--- src/rtl/serial_word_tx.sv ---
// Framed parallel-to-serial transmitter: start, data LSB-first, optional even
// parity, stop. All state advances on the falling edge of clk.
module serial_word_tx #(
    parameter int WIDTH      = 4,
    parameter bit PARITY_EN  = 1'b1,
    parameter int BIT_CYCLES = 1
) (
    input  logic             clk,
    input  logic             clr_n,
    input  logic [WIDTH-1:0] din,
    input  logic             din_valid,
    output logic             din_ready,
    output logic             tx,
    output logic             busy,
    output logic             done
);

    localparam int CW = $clog2(BIT_CYCLES + 1);
    localparam int IW = $clog2(WIDTH + 1);

    localparam logic [CW-1:0] LAST_CNT = CW'(BIT_CYCLES - 1);
    localparam logic [IW-1:0] LAST_IDX = IW'(WIDTH - 1);

    localparam logic [2:0] S_IDLE   = 3'd0;
    localparam logic [2:0] S_START  = 3'd1;
    localparam logic [2:0] S_DATA   = 3'd2;
    localparam logic [2:0] S_PARITY = 3'd3;
    localparam logic [2:0] S_STOP   = 3'd4;

    logic [2:0]       r_state;
    logic [CW-1:0]    r_cnt;
    logic [IW-1:0]    r_idx;
    logic [WIDTH-1:0] r_shift;
    logic             r_par;
    logic             r_done;

    logic w_bit_end;

    assign w_bit_end = (r_cnt == LAST_CNT);

    always_ff @(negedge clk or negedge clr_n) begin
        if (!clr_n) begin
            r_state <= S_IDLE;
            r_cnt   <= '0;
            r_idx   <= '0;
            r_shift <= '0;
            r_par   <= 1'b0;
            r_done  <= 1'b0;
        end else begin
            r_done <= 1'b0;
            if (r_state == S_IDLE) begin
                if (din_valid) begin
                    r_shift <= din;
                    r_par   <= ^din;
                    r_cnt   <= '0;
                    r_idx   <= '0;
                    r_state <= S_START;
                end
            end else if (!w_bit_end) begin
                r_cnt <= r_cnt + CW'(1);
            end else begin
                // every bit boundary restarts the per-bit cycle count
                r_cnt <= '0;
                case (r_state)
                    S_START: begin
                        r_idx   <= '0;
                        r_state <= S_DATA;
                    end
                    S_DATA: begin
                        r_shift <= r_shift >> 1;
                        if (r_idx == LAST_IDX) begin
                            r_state <= PARITY_EN ? S_PARITY : S_STOP;
                        end else begin
                            r_idx <= r_idx + IW'(1);
                        end
                    end
                    S_PARITY: r_state <= S_STOP;
                    S_STOP: begin
                        r_state <= S_IDLE;
                        r_done  <= 1'b1;
                    end
                    default: r_state <= S_IDLE;
                endcase
            end
        end
    end

    always_comb begin
        tx = 1'b1;
        case (r_state)
            S_START:  tx = 1'b0;
            S_DATA:   tx = r_shift[0];
            S_PARITY: tx = r_par;
            default:  tx = 1'b1;
        endcase
    end

    assign busy      = (r_state != S_IDLE);
    assign din_ready = (r_state == S_IDLE);
    assign done      = r_done;

endmodule

--- config.mk ---
export PLATFORM = sky130hd
export DESIGN_NAME = serial_word_tx
export DESIGN_NICKNAME = d
export VERILOG_FILES = /design/src/rtl/serial_word_tx.sv
export SDC_FILE = /design/constraint.sdc
export NUM_CORES = 1
export LEC_CHECK = 0
export BUFFER_PORTS_ARGS = -buffer_cell sky130_fd_sc_hd__buf_4
export CORE_AREA = 5 5 42 44
export DETAILED_ROUTE_END_ITERATION = 6
export DIE_AREA = 0 0 47 49
export PLACE_DENSITY = 0.84
export SYNTH_ARGS = -nofsm -noshare
export SYNTH_HDL_FRONTEND = slang
export SYNTH_SLANG_ARGS = --single-unit
export TNS_END_PERCENT = 50
--- constraint.sdc ---
create_clock -name clk -period 2.02 [get_ports clk]
set_input_delay 0.303 -clock clk [delete_from_list [all_inputs] [get_ports clk]]
set_output_delay 0.303 -clock clk [all_outputs]
set_load 0.02 [all_outputs]
==> impl_metrics.env <==
export IMPL_status="finished with violations"
export IMPL_violations="setup timing"
export IMPL_route_vias_total=562
export IMPL_yosysTopAreaCell="dfrtn_1"
export IMPL_die_height_microns=49
export IMPL_fin_hold_ws_ns=0.440
export IMPL_yosysSeqAreaShare_pct=44.8
export IMPL_grt_overflow_total=0
export IMPL_ys_ff_latch=12
export IMPL_cts_buffers=3
export IMPL_p_sw_mw=0.553
export IMPL_cp_arrival_ns=2.27
export IMPL_portBuffers=10
export IMPL_clk_path_buf_depth=2
export IMPL_p_int_mw=0.888
export IMPL_layout_cells_non_filler=103
export IMPL_slew_violations=0
export IMPL_drt_drc_violations_left=0
export IMPL_cts_tree="done"
export IMPL_first_pass_iters=4
export IMPL_rsz0062_at_grt="true"
export IMPL_final_cell_mix="17 x buf_4, 12 x dfrtn_1, 7 x nor2_1"
export IMPL_die_area_sq_um=2300
export IMPL_wl_microns=1410
export IMPL_drive_above_1_share_pct=36.8
export IMPL_ys_types=26
export IMPL_min_delay_path_class="reg -> reg"
export IMPL_start_util_pct=47.9
export IMPL_power_density_nw_per_um2=1610
export IMPL_total_power_mw=1.44
export IMPL_worstPathRequired_ns=1.72
export IMPL_vias_per_cell=5.46
export IMPL_diodes=0
export IMPL_slew_headroom_pct=77.5
export IMPL_core_sq_um=1400
export IMPL_layout_commonest_cell="buf_4"
export IMPL_synthCells=65
export IMPL_antenna_found_initial=0
export IMPL_cts_htree_levels=1
export IMPL_pin_count=11
export IMPL_syn_cell_area_sq_um=671
export IMPL_grtUsageTotal_pct=14.8
export IMPL_hold_viol=0
export IMPL_clk_latency_ns=0.28
export IMPL_place_inst=97
export IMPL_clock_sinks=12
export IMPL_vdd_drop_max_uv=827
export IMPL_leakagePower_nw=0.427
export IMPL_setup_viol=4
export IMPL_worst_slew_pin_slew_ns=0.335
export IMPL_detail_route_iter0_violations=6
export IMPL_cts_hold_buf=0
export IMPL_clkPwrFrac_pct=13.6
export IMPL_grt_max_degree=13
export IMPL_grt_pass1_wl_microns=2490
export IMPL_crit_type="reg -> out"
export IMPL_grt_pass1_vias=600
export IMPL_max_cap_violations=0
export IMPL_path_max_fanout=4
export IMPL_syn2layout_area_growth_pct=33.2
export IMPL_layout_nets=97
export IMPL_syn_num_nets=74
export IMPL_pwr_share_comb_pct=58.0
export IMPL_fin_worst_skew_ns=0.00284
export IMPL_fin_ws_ns=-0.554
export IMPL_place_hpwl_microns=1010
export IMPL_synthTopCellsByArea="dfrtn_1 45%, xnor2_1 5.2%, a22oi_1 4.5%, nor2_1 3.9%, ha_1 3.7%"
export IMPL_synth_warnings=0
export IMPL_drt_wirelength_per_cell_microns=13.7
export IMPL_critPathCaptureType="output port"
export IMPL_die_x_microns=47
export IMPL_power_frac_seq_pct=28.4
export IMPL_sw_frac_of_total_pct=38.4
export IMPL_start_kind="flip-flop"
export IMPL_rows=14
export IMPL_cts_root_buffer="clkbuf_4"
export IMPL_syn_area_per_cell_sq_um=10.3
export IMPL_ant_nets=0
export IMPL_place_gp_congestion=0.788
export IMPL_cts_reportedPaths_clkPinSlew_ns=0.06
export IMPL_yosysTopAreaCellShare_pct=44.8
cells in the mapped netlist:
master	instances
nand2_1	5
mux2_1	2
nor4b_4	1
a22oi_1	4
o21ai_0	4
xnor2_1	4
or3b_1	1
nor3b_1	1
nor3_1	1
inv_1	3
or2_2	1
nor3_2	1
nor3b_4	1
a21oi_1	1
a31oi_1	3
nor2b_1	3
mux2i_1	1
buf_6	1
buf_2	2
ha_1	2
or2_1	1
a21o_1	1
dfrtn_1	12
o21a_1	1
or3_1	1
nor2_1	7
kinds of logic (layout without fill, tap and decap cells):
logic type / Yosys count / count (layout) / share of synthesized area (%)
AO/OA/AOI/OAI: 14 / 14 / 13.2
XOR/XNOR: 4 / 4 / 5.22
adder cells (fa/ha/maj): 2 / 2 / 3.73
buffers and inverters: 6 / 28 / 4.85
flip-flops: 12 / 12 / 44.8
multiplexers: 3 / 3 / 4.85
AND/OR/NAND/NOR: 24 / 24 / 23.3
worst max-delay path, cell delays in order (launching register included):
cell     delay (ns)
dfrtn_1        0.38
nor2_1         0.15
a22oi_2        0.06
or2_4          0.25
buf_6          0.13
registers in the layout (all words and copies together), names as in the netlist:
name / count
r_shift: 4
done: 1
r_state: 3
r_idx: 3
r_par: 1
power groups by stage:
stage,clock (mW),combinational (mW),sequential [mW]
after CTS,0.200,0.828,0.405
after global routing,0.211,0.912,0.424
after floorplan,0,0.533,0.404
after global placement,0,0.736,0.406
final,0.196,0.836,0.409
after detailed placement,0,0.762,0.410
metal layers:
layer	wire (microns)	vias up	GRT usage [%]
met4	31	0	6.91
li1	-	270	-
met1	615	274	18.5
met5	0	-	0
met3	46	5	4.43
met2	719	13	22.4
layout make-up:
cell class	instances	area [sq um]
tap	16	20.0
sequential	12	300
clock buffer	4	36.3
inverter	3	13.8
fill	117	508
timing repair buffer	21	173
multi-input combinational	47	350
path summary, 6_finish.rpt:
check	startpoint	endpoint	slack (ns)	cells past startpoint
worst min-delay path	r_idx[2]	r_idx[2]	0.44	1
max in group asynchronous	clr_n	r_state[0]	1.10	1
min in group asynchronous	clr_n	r_shift[3]	0.74	1
worst max-delay path	r_state[0]	tx	-0.55	4
worst max register to register	r_idx[0]	r_idx[2]	0.31	5
worst min register to register	r_idx[2]	r_idx[2]	0.44	1
per-stage QoR:
stage / setup TNS (ns) / util, % / instance area (sq um) / worst slack, ns
after floorplan: -0.933 / - / 687 / -0.342
after global placement: -1.06 / 58.7 / 822 / -0.233
after detailed placement: -1.20 / 58.7 / 822 / -0.260
after CTS: -1.72 / 63.4 / 888 / -0.559
after global routing: -1.88 / 63.7 / 893 / -0.616
final: -1.71 / 63.7 / 893 / -0.554
timing repair:
| action | CTS | global route |
|---|---|---|
| pin swaps | 3 | 3 |
| setup endpoints to repair | 4 | 4 |
| resized for setup | 4 | 1 |
| hold endpoints to repair | 0 | 0 |
| buffers inserted | 2 | 0 |
(Power assumes the default switching activity.)
